**src/rtl/led_pattern_seq.sv**
```systemverilog
// LED pattern engine stepped by both edges of an asynchronous toggling tick.
// Optional PWM dimming stage enabled by defining LED_PATTERN_SEQ_PWM_EN.
module led_pattern_seq #(
  parameter int unsigned NUM_LEDS    = 8,
  parameter int unsigned SYNC_STAGES = 2
) (
  input  logic                clk,
  input  logic                rst,
  input  logic                tick_in,
  input  logic                enable,
  input  logic [1:0]          mode,
`ifdef LED_PATTERN_SEQ_PWM_EN
  input  logic [7:0]          duty,
`endif
  output logic [NUM_LEDS-1:0] led,
  output logic                step
);

  typedef enum logic [1:0] {
    MODE_ROTATE = 2'd0,
    MODE_BOUNCE = 2'd1,
    MODE_BINARY = 2'd2,
    MODE_BLINK  = 2'd3
  } mode_e;

  typedef enum logic {
    DIR_LEFT  = 1'b0,
    DIR_RIGHT = 1'b1
  } dir_e;

  localparam logic [NUM_LEDS-1:0] ONE        = NUM_LEDS'(1);
  localparam logic [2:0]          GUARD_LOAD = 3'(SYNC_STAGES + 1);

  logic [SYNC_STAGES-1:0] sync;
  logic                   sync_out;
  logic                   hist;
  logic                   tick_edge;
  logic                   edge_q;
  logic [2:0]             guard_cnt;
  logic                   guard_done;

  mode_e                  mode_q, mode_d, mode_in;
  dir_e                   dir_q, dir_d;
  logic [NUM_LEDS-1:0]    pattern_q, pattern_d;
  logic [NUM_LEDS-1:0]    shifted;
  logic                   onehot;
  logic                   fire;
  logic                   step_q;

  assign sync_out   = sync[SYNC_STAGES-1];
  assign tick_edge  = sync_out ^ hist;
  assign guard_done = (guard_cnt == 3'd0);
  assign mode_in    = mode_e'(mode);
  assign onehot     = (pattern_q != '0) &&
                      ((pattern_q & (pattern_q - ONE)) == '0);

  // edge_q adds one pipeline stage so a step lands SYNC_STAGES+1 edges after sampling
  assign fire = edge_q & enable;

  always_comb begin
    pattern_d = pattern_q;
    dir_d     = dir_q;
    mode_d    = mode_q;
    shifted   = '0;
    if (fire) begin
      if (mode_in != mode_q) begin
        mode_d = mode_in;
        dir_d  = DIR_LEFT;
        case (mode_in)
          MODE_ROTATE: pattern_d = ONE;
          MODE_BOUNCE: pattern_d = ONE;
          MODE_BINARY: pattern_d = '0;
          MODE_BLINK:  pattern_d = '1;
        endcase
      end else begin
        case (mode_q)
          MODE_ROTATE: begin
            if (!onehot) begin
              pattern_d = ONE;
              dir_d     = DIR_LEFT;
            end else begin
              pattern_d = {pattern_q[NUM_LEDS-2:0], pattern_q[NUM_LEDS-1]};
            end
          end
          MODE_BOUNCE: begin
            if (!onehot) begin
              pattern_d = ONE;
              dir_d     = DIR_LEFT;
            end else begin
              // Direction flips on arrival at an end so the end LED dwells one step only
              shifted   = (dir_q == DIR_LEFT) ? (pattern_q << 1) : (pattern_q >> 1);
              pattern_d = shifted;
              if (shifted[NUM_LEDS-1])
                dir_d = DIR_RIGHT;
              else if (shifted[0])
                dir_d = DIR_LEFT;
            end
          end
          MODE_BINARY: pattern_d = pattern_q + ONE;
          MODE_BLINK:  pattern_d = ~pattern_q;
        endcase
      end
    end
  end

  always_ff @(posedge clk) begin
    if (rst) begin
      sync      <= '0;
      hist      <= 1'b0;
      edge_q    <= 1'b0;
      guard_cnt <= GUARD_LOAD;
      mode_q    <= MODE_ROTATE;
      dir_q     <= DIR_LEFT;
      pattern_q <= ONE;
      step_q    <= 1'b0;
    end else begin
      sync      <= {sync[SYNC_STAGES-2:0], tick_in};
      hist      <= sync_out;
      edge_q    <= tick_edge & guard_done;
      if (!guard_done)
        guard_cnt <= guard_cnt - 3'd1;
      mode_q    <= mode_d;
      dir_q     <= dir_d;
      pattern_q <= pattern_d;
      step_q    <= fire;
    end
  end

`ifdef LED_PATTERN_SEQ_PWM_EN
  logic [7:0]          pwm_cnt;
  logic [NUM_LEDS-1:0] led_q;
  logic                step_d;

  always_ff @(posedge clk) begin
    if (rst) begin
      pwm_cnt <= '0;
      led_q   <= ONE;
      step_d  <= 1'b0;
    end else begin
      pwm_cnt <= pwm_cnt + 8'd1;
      led_q   <= pattern_q & {NUM_LEDS{pwm_cnt < duty}};
      step_d  <= step_q;
    end
  end

  assign led  = led_q;
  assign step = step_d;
`else
  assign led  = pattern_q;
  assign step = step_q;
`endif

endmodule

```
**config.mk**
```make
export PLATFORM = sky130hd
export DESIGN_NAME = led_pattern_seq
export DESIGN_NICKNAME = d
export VERILOG_FILES = /design/src/rtl/led_pattern_seq.sv
export SDC_FILE = /design/constraint.sdc
export NUM_CORES = 1
export LEC_CHECK = 0
export BUFFER_PORTS_ARGS = -buffer_cell sky130_fd_sc_hd__buf_2
export CORE_ASPECT_RATIO = 1.25
export CORE_MARGIN = 10
export CORE_UTILIZATION = 54
export CTS_CLUSTER_DIAMETER = 60
export CTS_CLUSTER_SIZE = 28
export DETAILED_ROUTE_END_ITERATION = 16
export GPL_TIMING_DRIVEN = 0
export PLACE_DENSITY = 0.86
export SYNTH_ARGS = -nofsm -noshare
export SYNTH_HDL_FRONTEND = slang
export SYNTH_SLANG_ARGS = --single-unit
```
**constraint.sdc**
```tcl
create_clock -name clk -period 3 [get_ports clk]
set_input_delay 0 -clock clk [delete_from_list [all_inputs] [get_ports clk]]
set_output_delay 0 -clock clk [all_outputs]
set_load 0.02 [all_outputs]
```
After elaboration in Yosys (flattened, before gate mapping) --
Cells that the tools add are included.
Cells by class: bitwise gates (word level) 5, reductions and logical operators 10, $add $sub $neg 3, equality and inequality tests 9, mux-type cells 12
Operators with widths (count):
- 2-to-1 mux 8 bit | 4
- case mux 8 bit (4 select lines) | 1
- case mux 8 bit (3 select lines) | 1
- adder 8 x 1 -> 8 bit, second input constant | 1
- bitwise AND 8 bit | 1
- equality test 2 bit, second input constant | 4
- zero test 8 bit | 1
- NOT 8 bit | 1
- nonzero test 8 bit | 1
- subtractor 8 x 1 -> 8 bit, second input constant | 1
- 2-to-1 mux 1 bit | 5
- inequality test 5 bit, second input constant | 1
- equality test 2 x 1 -> 1 bit, second input constant | 2
- zero test 2 bit | 2
- AND reduction 4 bit | 1
- zero test 3 bit | 1
- inequality test 3 bit, second input constant | 1
- nonzero test 3 bit | 1
- subtractor 3 x 1 -> 3 bit, second input constant | 1
- bitwise AND 1 bit | 2
- inequality test 2 bit | 1
- case mux 1 bit (2 select lines) | 1
- AND reduction 2 bit | 1
- OR reduction 2 bit | 1
- other kinds (2) | 2
Word-level totals: logic and storage cells 47, register bits after elaboration 19, input port bits 6

Logic depth before layout (Yosys ltp) --
Gate-level depths: netlist (run 1).
depth in word-level cells 7, mapped depth 8, gate-level depth less buffers 7

Least setup slack after synthesis (run 1) --
No wires, ideal clock.
path kind reg-to-reg, from reg pattern_q[0] (netlist: led[0]), to reg pattern_q[2] (netlist: led[2]), data arrival time 2.183 ns, stages on the path, launching flop included 8, buffers on the path 1, setup time 0.073 ns, setup slack 0.744 ns, period minus slack after synthesis 2.256 ns, cell sequence dfxtp_1 buf_2 inv_1 ha_1 a211o_1 a2111o_1 o311a_1 nor3_2
On the way: cells in the longest elaborated chain, start to end 7, elaborated cells on any way between the ends 10
RTL lines:
- start, declared | RTL line 44 | logic [NUM_LEDS-1:0] pattern_q, pattern_d;
- start signal, assigned | RTL line 124 | pattern_q <= pattern_d;
- subtractor 8 x 1 -> 8 bit | RTL line 55 | ((pattern_q & (pattern_q - ONE)) == '0);
- bitwise AND 8 bit | RTL line 55
- zero test 8 bit | RTL line 55
- logical AND 1 bit | RTL line 54 | assign onehot = (pattern_q != '0) &&
- 2-to-1 mux 8 bit (on tied branches) | RTL line 86, 78
- case mux 8 bit (4 select lines) (*) | RTL line 76 | case (mode_q)
- 2-to-1 mux 8 bit (*) | RTL line 66 | if (mode_in != mode_q) begin
Every way passes the cells marked *; elsewhere a longest branch is shown, timed or not. A chain may end at the register's enable or synchronous reset.

Worst setup path in the final report (run 1) --
from reg pattern_q[0] (netlist: led[0]), to reg pattern_q[1] (netlist: led[1])
The elaborated chain is that of the path after synthesis.

==> summary.txt, run 1 <==
STA
  – RSZ-0062 raised after global routing: no
  – Hold_ws: between 80 and 90 ps
  – Min setup slack post-route: ~600 ps
  – Least-Margin Pin Slew: just over 600 ps
  – Setup violators final: 0
  – Fin crit share: approximately four fifths
  – Fin crit period: 2390 ps
  – Relative slew slack: between 50 and 60%
  – Slew Limit Fails: 0
  – Setup TNS: 0 ps
  – F_max: around 0.42 GHz
  – Final Skew: approximately 7.9 ps
  – Fin. Hold Viols: 0

Power
  – Worst VDD drop: 0.000391 V
  – PwrDens: about 310 nW/µm²
  – Leakage: 0.000657 µW
  – Overall Power: 470 µW

CTS
  – Cts bufs inserted: 3
  – Post-cts resize count: 0
  – TritonCTS clock tree: built
  – CTS max path bufs: 2
  – Clock H-tree levels: 1
  – Worst-Skew Late Latency: roughly 300 ps
  – Clock root buffer: clkbuf_4
  – Worst-path clk slew: ~120 ps
  – Clock sink count: 19

Place
  – Placed Instances: 201
  – Detailed placer's ending HPWL: approximately 2300 µm
  – Pre-CTS setup slack: around 700 ps
  – Port buffer count: 13
  – Placer Congestion: ~0.90

Drt
  – Via count: ~1,300
  – Pre-antenna DRT Iters: 4
  – Max Used Layer: met4
  – DRC violations left: 0
  – Antenna Violating Nets Remaining: 0
  – Routed length per placed instance: roughly 16 µm
  – Metal3 WL: ~230 µm
  – Final wirelength: 3290 µm
  – WL met2: around 1700 µm
  – DR iter-0 viols: 84
  – Post-DR vias/cell: 6.13
  – Met1 wire length: ~1300 µm

Floorplan
  – Die X: approximately 65 µm
  – Chip height: roughly 76 µm
  – # rows: 20
  – Die area: between 4000 and 5000 µm²
  – Core Box Area: approximately 2400 µm²
  – Initial Util: between 50 and 60%
  – Top Ports: 15

Logic synthesis
  – Post-Synth Adder-Cell Area: around 3.7%
  – Async SR Flop Fraction: 0%
  – Distinct cell type count after synthesis: 50
  – Synth warn: 0
  – Post-synth EDFFs: 0
  – Post-Synth Simple-Gate Area: about a fifth
  – Cell taking the most area after synthesis: dfxtp_1
  – Register area share after synthesis: ~28%
  – #FFs+latches synth: 19
  – Post-Synth XOR/XNOR Area: 5.89%
  – Synthesized area per cell: ~8.6 µm²
  – Top cell type's share of synthesized area: about 28%
  – Post-synthesis mux area share: around 6.7%
  – Largest family of logic cells by synthesized area: compound AO/OA/AOI/OAI gates
  – Synth Instances: 155
  – Synth Area in Compound Gates: 23.9%
  – Synth top area cells: dfxtp_1 28%, mux2i_1 6.7%, ha_1 3.7%
  – Ys flop type: dfxtp_1
  – Synth Cell Area: about 1300 µm²
  – Synth Net Count: around 170

Finish
  – Final nets: between 150 and 200
  – Layout area overhead: 12.3%
  – Final Non-Filler Cells: 208
  – Layout cells sized above 1: 20.0%
  – Ant. Diodes: 0
  – Most common cell after layout, fill and taps aside: dfxtp_1
  – Most frequent cells in the layout: 19 x dfxtp_1, 16 x buf_2, 12 x nand2_1

Worst setup path
  – Highest-delay cell along the critical path: a2111o_1
  – CP Data Required Time: about 3300 ps
  – Critical Path Start Type: flip-flop
  – Worst EP arrival: ~2600 ps
  – R2R Path End: led[1]
  – Worst path cell trace: buf_2 -> inv_1 -> ha_1 -> a211o_1 -> a2111o_1 -> o311ai_1 -> o211a_1
  – Setup slack, reg-to-reg: about 600 ps
  – CP endpoint kind: flip-flop
  – Worst flop-to-flop path startpoint: led[0]
  – CP peak stage delay: approximately 570 ps
  – Reg2Reg Depth: 7
  – Worst Path Max Fanout: 10
  – Kind of critical path: reg2reg

Global route
  – Initial antenna violation count: 0
  – Pin count of the biggest net entering global routing: 12
  – Overflow after GRT: 0
  – Total track usage: about 14%
  – Vias in the first global route: 1,269
  – First-pass GRT wire length: ~5600 µm

Run
  – Max Cap Violations: 0

Hold path
  – Hold Path Sink: step
  – Hold path depth: 3
  – Min-delay src: enable
  – Worst min-delay path class: in2reg

Run status
  – Run status: finished, final reports clean
==> worst max-delay path: cells and delay by family (launching register included) <==
family	cells	cell delay [ps]
flops	1	360
compound gates	4	1380
buf+inv	2	340
fa+ha+maj	1	260
==> cell usage after synthesis (2+ instances only) <==
master	count
a31oi_1	5
buf_4	2
nand2b_1	4
xor2_1	5
inv_1	6
clkbuf_8	2
o311ai_1	3
o211a_1	3
nand4_1	2
ha_1	4
o221a_1	3
nor4_1	2
o21ai_0	7
nor2b_1	4
nor3_1	6
buf_6	3
buf_2	3
dfxtp_1	19
clkbuf_1	3
mux2i_1	9
xnor2_1	4
nor2_1	8
o21ai_1	2
nand2_1	12
and3_1	2
a21oi_1	8
==> cells by family after synthesis <==
kind of cell,Yosys count
buffers and inverters,21
adders and majority gates,4
muxes,9
DFF,19
and+or+nand+nor,49
AOI/OAI and AO/OA,44
xor gates and xnor gates,9
==> area by class of cell <==
class / count / area, µm²
Multi-Input combinational cell: 115 / 806
Clock buffer: 3 / 22.5
Sequential cell: 19 / 380
Timing Repair Buffer: 16 / 95.1
Inverter: 6 / 22.5
Fill cell: 225 / 901
Tap cell: 33 / 41.3
Buffer: 15 / 129
Clock inverter: 1 / 5.00
==> stage by stage <==
step	area, µm²	utilization [%]
after global placement	1440	60.1
after CTS	1500	62.5
after global routing	1500	62.5
after detailed placement	1440	60.1
final	1500	62.5
after floorplan	1340	-
==> report_power, final <==
part           internal [µW]  leakage (µW)  switching [µW]
clock network           49.6     0.0000177            85.6
logic                   30.2      0.000485            35.7
registers                263      0.000154            6.11
total                    342      0.000657             127
==> state kept, by name (all words and copies together), names as in the netlist <==
signal     cells
dir_q          1
edge_q         1
guard_cnt      3
hist           1
led            8
mode_q         2
step           1
sync           2
==> per-layer routing <==
metal,global-route usage (%),vias up
met5,0,-
li1,-,603
met4,5.95,0
met3,3.53,10
met1,15.2,607
met2,24.7,55
==> worst max path at each step <==
stage	start	endpoint	slack (ps)
detailed placement	led[0]	led[2]	680
floorplan	led[0]	led[2]	740
CTS	led[0]	led[1]	640
global placement	led[0]	led[2]	710
finish	led[0]	led[1]	610
global route	led[0]	led[4]	480
==> timing repair <==
| item | CTS | global route |
|---|---|---|
| endpoints found under the hold margin | 4 | 0 |
| buffers inserted | 0 | 0 |
| hold buffers | 3 | 0 |
No activity file was read; power rests on OpenSTA's default activity.
==> inputs of run 2 (changes only) <==
--- a/config.mk
+++ b/config.mk
@@ -5,6 +5,7 @@
 export SDC_FILE = /design/constraint.sdc
 export NUM_CORES = 1
 export LEC_CHECK = 0
+export ABC_AREA = 1
 export BUFFER_PORTS_ARGS = -buffer_cell sky130_fd_sc_hd__buf_2
 export CORE_ASPECT_RATIO = 1.25
 export CORE_MARGIN = 10
==> constraint.sdc (replaced) <==
create_clock -name clk -period 2.3 [get_ports clk]
set_input_delay 0 -clock clk [delete_from_list [all_inputs] [get_ports clk]]
set_output_delay 0 -clock clk [all_outputs]
set_load 0.02 [all_outputs]
==> run 2 against run 1 <==
Worst setup slack worse by 270 ps; clock-buffer cell count up 1; die area up 0.93%; power up 49%; clock power up 28%; sequential cell count unchanged; highest routed layer unchanged.
==> summary.txt, run 2 <==
STA
  – F_max: 0.510 GHz (was 0.419 GHz)
  – Fin crit share: 85.2% (was 79.6%)
  – Relative slew slack: 54.8% (was 59.4%)
  – Hold_ws: 34.7 ps (was 88.6 ps)
  – Slew Limit Fails: 0 (unchanged)
  – Fin. Hold Viols: 0 (unchanged)
  – Setup violators final: 0 (unchanged)
  – Least-Margin Pin Slew: 675 ps (was 607 ps)
  – RSZ-0062 raised after global routing: no (unchanged)
  – Setup TNS: 0 ps (unchanged)
  – Final Skew: 3.23 ps (was 7.91 ps)
  – Fin crit period: 1960 ps (was 2390 ps)

Place
  – Placed cell area: 1460 µm² (was 1440 µm²)
  – Placer Congestion: 0.935 (was 0.896)
  – Port buffer count: 13 (unchanged)
  – Detailed placer's ending HPWL: 2500 µm (was 2330 µm)

Global route
  – Initial antenna violation count: 0 (unchanged)
  – First-pass GRT wire length: 5760 µm (was 5570 µm)
  – Overflow after GRT: 0 (unchanged)
  – Vias in the first global route: 1,352 (was 1,269)
  – Total track usage: 13.8% (about the same)
  – Pin count of the biggest net entering global routing: 11 (was 12)

Floorplan
  – # rows: 20 (unchanged)
  – Chip height: 76.0 µm (was 75.6 µm)
  – Die X: 64.8 µm (was 64.5 µm)
  – Initial Util: 55.8% (was 55.7%)
  – Core Box Area: 2430 µm² (was 2400 µm²)
  – Die area: 4930 µm² (was 4880 µm²)
  – Top Ports: 15 (unchanged)

Logic synthesis
  – Cell taking the most area after synthesis: dfxtp_1 (unchanged)
  – Synth warn: 0 (unchanged)
  – Synth Instances: 215 (was 155)
  – Synth Cell Area: 1360 µm² (was 1340 µm²)
  – Post-synth EDFFs: 0 (unchanged)
  – Async SR Flop Fraction: 0% (unchanged)
  – Synth top area cells: dfxtp_1 28%, nand2_1 10%, nand3_1 8.5% (was dfxtp_1 28%, mux2i_1 6.7%, ha_1 3.7%)
  – Synthesized area per cell: 6.30 µm² (was 8.63 µm²)
  – Synth cell count leaders: 37 x nand2_1, 26 x nor2_1, 23 x nand3_1 (was 19 x dfxtp_1, 12 x nand2_1, 9 x mux2i_1)
  – Distinct cell type count after synthesis: 23 (was 50)
  – #FFs+latches synth: 19 (unchanged)
  – Synth Net Count: 225 (was 165)
  – Top cell type's share of synthesized area: 28.1% (was 28.4%)
  – Register area share after synthesis: 28.1% (was 28.4%)
  – Count leader, synth: nand2_1 (was dfxtp_1)
  – Ys flop type: dfxtp_1 (unchanged)

Worst setup path
  – CP endpoint kind: flip-flop (unchanged)
  – Kind of critical path: reg2reg (unchanged)
  – Worst Path Max Fanout: 10 (unchanged)
  – Crit path to: led[1] (unchanged)
  – Worst EP arrival: 2200 ps (was 2630 ps)
  – CP delay by family, top: simple AND/OR/NAND/NOR gates (was compound AO/OA/AOI/OAI gates)
  – Highest-delay cell along the critical path: dfxtp_1 (was a2111o_1)
  – Worst path cell trace: inv_1 -> ha_1 -> inv_1 -> nor3_2 -> nand3_1 -> nand2_1 -> nor2_4 -> buf_6 -> nand4_1 -> nand3_1 -> nand2_1 -> a21oi_1 (was buf_2 -> inv_1 -> ha_1 -> a211o_1 -> a2111o_1 -> o311ai_1 -> o211a_1)
  – Setup slack, reg-to-reg: 340 ps (was 610 ps)
  – Critical Path Start Type: flip-flop (unchanged)
  – CP Data Required Time: 2540 ps (was 3250 ps)
  – WP depth: 12 (was 7)
  – Worst flop-to-flop path startpoint: led[1] (was led[0])
  – Buf/Inv on CP: 3 (was 2)
  – Launch point of the worst path: led[1] (was led[0])
  – Reg2Reg Depth: 12 (was 7)
  – CP peak stage delay: 530 ps (was 570 ps)
  – R2R Path End: led[1] (unchanged)

CTS
  – TritonCTS clock tree: built (unchanged)
  – Clock root buffer: clkbuf_4 (unchanged)
  – Worst-Skew Late Latency: 300 ps (about the same)
  – CTS max path bufs: 2 (unchanged)
  – Worst-path clk slew: 100 ps (was 120 ps)
  – Cts bufs inserted: 3 (unchanged)
  – Clock H-tree levels: 1 (unchanged)
  – Clock sink count: 19 (unchanged)

Drt
  – Via count: 1,469 (was 1,275)
  – DR iter-0 viols: 71 (was 84)
  – Pre-antenna DRT Iters: 4 (unchanged)
  – DRC violations left: 0 (unchanged)
  – Antenna Violating Nets Remaining: 0 (unchanged)
  – Routed length per placed instance: 12.4 µm (was 15.8 µm)
  – Final wirelength: 3330 µm (was 3290 µm)
  – Post-DR vias/cell: 5.48 (was 6.13)

Finish
  – Max reg flops: 8 (unchanged)
  – Layout cells sized above 1: 16.2% (was 20.0%)
  – Layout fillers: 259 (was 225)
  – Layout area overhead: 12.0% (was 12.3%)
  – Ant. Diodes: 0 (unchanged)
  – Final nets: 246 (was 186)
  – Post-route cell area: 1520 µm² (was 1500 µm²)
  – Most common cell after layout, fill and taps aside: nand2_1 (was dfxtp_1)
  – Multi-input logic area: 803 µm² (was 806 µm²)
  – Area occupied by registers: 380 µm² (unchanged)
  – Post-Route Utilization: 62.5% (about the same)
  – Most frequent cells in the layout: 37 x nand2_1, 26 x nor2_1, 23 x nand3_1 (was 19 x dfxtp_1, 16 x buf_2, 12 x nand2_1)

Hold path
  – Min-delay src: rst (was enable)
  – Worst min-delay path class: in2reg (unchanged)
  – Hold path depth: 2 (was 3)

Power
  – PwrDens: 460 nW/µm² (was 313 nW/µm²)
  – Worst VDD drop: 0.000375 V (was 0.000391 V)
  – Leakage: 0.000705 µW (was 0.000657 µW)

Run status
  – Run status: finished, final reports clean (unchanged)

Run
  – Max Cap Violations: 0 (unchanged)
-- run 2: cells by family after synthesis --
kind of cell	Yosys count	synth area share, %
AO/OA/AOI/OAI	45	17.1
XOR/XNOR	3	1.94
adder cells (fa/ha/maj)	4	3.69
buffers and inverters	37	12.6
flip-flops	19	28.1
AND/OR/NAND/NOR	107	36.6
-- run 2: worst min path at each step --
stage               endpoint  slack (ps)
finish                  hist          30
global route         sync[0]          70
CTS                     hist          50
detailed placement   sync[0]         240
global placement     sync[0]         210
floorplan            sync[0]         110
-- run 2: layout make-up --
cell class / instances / share of cell area, %
Buffer: 12 / 5.11
Clock buffer: 4 / 1.73
Timing Repair Buffer: 16 / 6.27
Sequential cell: 19 / 25.1
Tap cell: 33 / 2.72
Multi-Input combinational cell: 159 / 52.9
Inverter: 25 / 6.18
-- run 2: routing by layer --
metal / track usage [%] / vias up / wire (µm)
met5: 0 / - / 0
met4: 6.65 / 0 / 78
met3: 4.41 / 9 / 255
met2: 23.5 / 55 / 1610
met1: 14.8 / 652 / 1380
li1: - / 753 / -
-- run 2: stage by stage --
step	power, µW	std cells	setup slack (ps)
after floorplan	495	215	525
after global placement	525	261	413
after detailed placement	530	261	381
after CTS	703	268	355
after global routing	745	268	132
final	698	268	340
-- run 2: power by group --
part,leakage (µW),switching (µW),internal (µW)
registers,0.000154,13.1,358
logic,0.000536,93.5,60.1
clock network,0.0000150,105,67.7
-- run 2: what timing repair did --
item	4_1_cts	5_1_grt
hold endpoints to repair	3	0
gates resized for setup	0	0
buffers inserted	0	0
hold buffers	3	0
==> inputs of run 3 (changes only) <==
--- a/config.mk
+++ b/config.mk
@@ -15,6 +15,7 @@
 export DETAILED_ROUTE_END_ITERATION = 16
 export GPL_TIMING_DRIVEN = 0
 export PLACE_DENSITY = 0.86
+export RECOVER_POWER = 50
 export SYNTH_ARGS = -nofsm -noshare
 export SYNTH_HDL_FRONTEND = slang
 export SYNTH_SLANG_ARGS = --single-unit
==> run 3 against run 2 <==
Power is 0.30% lower; clock power hardly changed; utilization is 0.41 points lower; global-route usage unchanged; maximum frequency grew 0.79%; first-iteration DRC count increased by 9.9%; worst setup slack better by 15 ps; clock-buffer cell count unchanged; critical path depth unchanged; sequential share of layout area rose by 0.17 points; critical endpoint unchanged.
==> summary.txt, run 3 (synthesized netlist as in run 2, its figures left out) <==
Drt
  – DRC violations left: 0 (unchanged)
  – Antenna Violating Nets Remaining: 0 (unchanged)
  – Pre-antenna DRT Iters: 4 (unchanged)
  – Final wirelength: 3310 µm (was 3330 µm)
  – Post-DR vias/cell: 5.45 (was 5.48)
  – Via count: 1,461 (was 1,469)
  – Met1 wire length: 1380 µm (about the same)
  – Max Used Layer: met4 (unchanged)
  – DR iter-0 viols: 78 (was 71)
  – Routed length per placed instance: 12.4 µm (about the same)
  – Metal3 WL: 257 µm (was 255 µm)
  – WL met2: 1630 µm (was 1610 µm)

Global route
  – First-pass GRT wire length: 5760 µm (unchanged)
  – Vias in the first global route: 1,352 (unchanged)
  – Overflow after GRT: 0 (unchanged)
  – Pin count of the biggest net entering global routing: 11 (unchanged)
  – Total track usage: 13.8% (unchanged)
  – Initial antenna violation count: 0 (unchanged)

Place
  – Placer Congestion: 0.935 (unchanged)
  – Port buffer count: 13 (unchanged)
  – Placed cell area: 1460 µm² (unchanged)
  – Detailed placer's ending HPWL: 2500 µm (unchanged)

Worst setup path
  – Setup slack, reg-to-reg: 360 ps (was 340 ps)
  – Critical Path Start Type: flip-flop (unchanged)
  – Worst Path Max Fanout: 10 (unchanged)
  – CP endpoint kind: flip-flop (unchanged)
  – Kind of critical path: reg2reg (unchanged)
  – Worst EP arrival: 2180 ps (was 2200 ps)
  – CP Data Required Time: 2540 ps (about the same)

Finish
  – Layout cells sized above 1: 12.8% (was 16.2%)
  – Area occupied by registers: 380 µm² (unchanged)
  – Most frequent cells in the layout: 37 x nand2_1, 26 x nor2_1, 23 x nand3_1 (unchanged)
  – Multi-input logic area: 803 µm² (unchanged)
  – Post-route cell area: 1510 µm² (was 1520 µm²)
  – Max reg flops: 8 (unchanged)
  – Ant. Diodes: 0 (unchanged)
  – Post-Route Utilization: 62.1% (was 62.5%)
  – Layout area overhead: 11.3% (was 12.0%)
  – Final nets: 246 (unchanged)
  – Most common cell after layout, fill and taps aside: nand2_1 (unchanged)
  – Layout fillers: 262 (was 259)

STA
  – Final Skew: 3.43 ps (was 3.23 ps)
  – RSZ-0062 raised after global routing: no (unchanged)
  – Fin crit period: 1940 ps (was 1960 ps)
  – Slew Limit Fails: 0 (unchanged)
  – Fin. Hold Viols: 0 (unchanged)
  – Least-Margin Pin Slew: 678 ps (was 675 ps)
  – Relative slew slack: 54.6% (was 54.8%)
  – Fin crit share: 84.5% (was 85.2%)
  – F_max: 0.514 GHz (was 0.510 GHz)
  – Setup TNS: 0 ps (unchanged)
  – Setup violators final: 0 (unchanged)

Floorplan
  – Die X: 64.8 µm (unchanged)
  – Initial Util: 55.8% (unchanged)
  – Die area: 4930 µm² (unchanged)
  – Chip height: 76.0 µm (unchanged)
  – Core Box Area: 2430 µm² (unchanged)
  – Top Ports: 15 (unchanged)
  – # rows: 20 (unchanged)

CTS
  – CTS max path bufs: 2 (unchanged)
  – Worst-path clk slew: 100 ps (about the same)
  – Cts bufs inserted: 3 (unchanged)
  – Post-cts resize count: 0 (unchanged)
  – Clock H-tree levels: 1 (unchanged)
  – Worst-Skew Late Latency: 300 ps (about the same)
  – TritonCTS clock tree: built (unchanged)
  – Clock sink count: 19 (unchanged)
  – Clock root buffer: clkbuf_4 (unchanged)

Power
  – Worst VDD drop: 0.000374 V (was 0.000375 V)
  – Leakage: 0.000673 µW (was 0.000705 µW)
  – PwrDens: 462 nW/µm² (was 460 nW/µm²)

Run
  – Max Cap Violations: 0 (unchanged)

Run status
  – Run status: finished, final reports clean (unchanged)

Hold path
  – Worst min-delay path class: in2reg (unchanged)
==> run 3: power by group <==
part / internal, µW / switching (µW) / total, µW / leakage (µW)
Clock: 67.7 / 104 / 172 / 0.0000150
Combinational: 59.5 / 93.2 / 153 / 0.000504
Sequential: 358 / 13.1 / 371 / 0.000154
==> run 3: cell type report <==
cell class                      instances  share of cell area [%]
Inverter                               25                    6.22
Buffer                                 12                    5.15
Tap cell                               33                    2.74
Timing Repair Buffer                   16                    5.64
Clock buffer                            4                    1.74
Multi-Input combinational cell        159                    53.3
Sequential cell                        19                    25.2
==> run 3: metal layers <==
layer / GRT usage [%] / up-vias
met1: 14.8 / 646
li1: - / 752
met4: 6.65 / 0
met2: 23.5 / 57
met3: 4.41 / 6
met5: 0 / -
==> run 3: worst paths after layout <==
| kind | from | depth (start not counted) | end |
|---|---|---|---|
| max | led[1] | 12 | led[1] |
| min | rst | 2 | hist |
| max reg2reg | led[1] | 12 | led[1] |
| min reg2reg | sync[0] | 2 | sync[1] |
==> run 3: through the flow <==
step	worst slack, ps	power [µW]	hold WS, ps	instances
after floorplan	525	495	107	215
after global placement	413	525	205	261
after detailed placement	381	530	236	261
after CTS	355	703	52.6	268
after global routing	131	745	69.6	268
final	356	696	37.3	268
==> run 3: critical path: stages (launching register included) <==
cell	delay [ps]
dfxtp_1	530
inv_1	110
ha_1	210
inv_1	90
nor3_2	50
nand3_1	60
nand2_1	80
nor2_4	210
buf_6	170
nand4_1	80
nand3_1	120
nand2_1	60
a21oi_1	110
==> run 3: what timing repair did <==
action / 4_1_cts / 5_1_grt
buffers inserted: 0 / 0
hold buffers: 3 / 0
hold endpoints to repair: 3 / 0
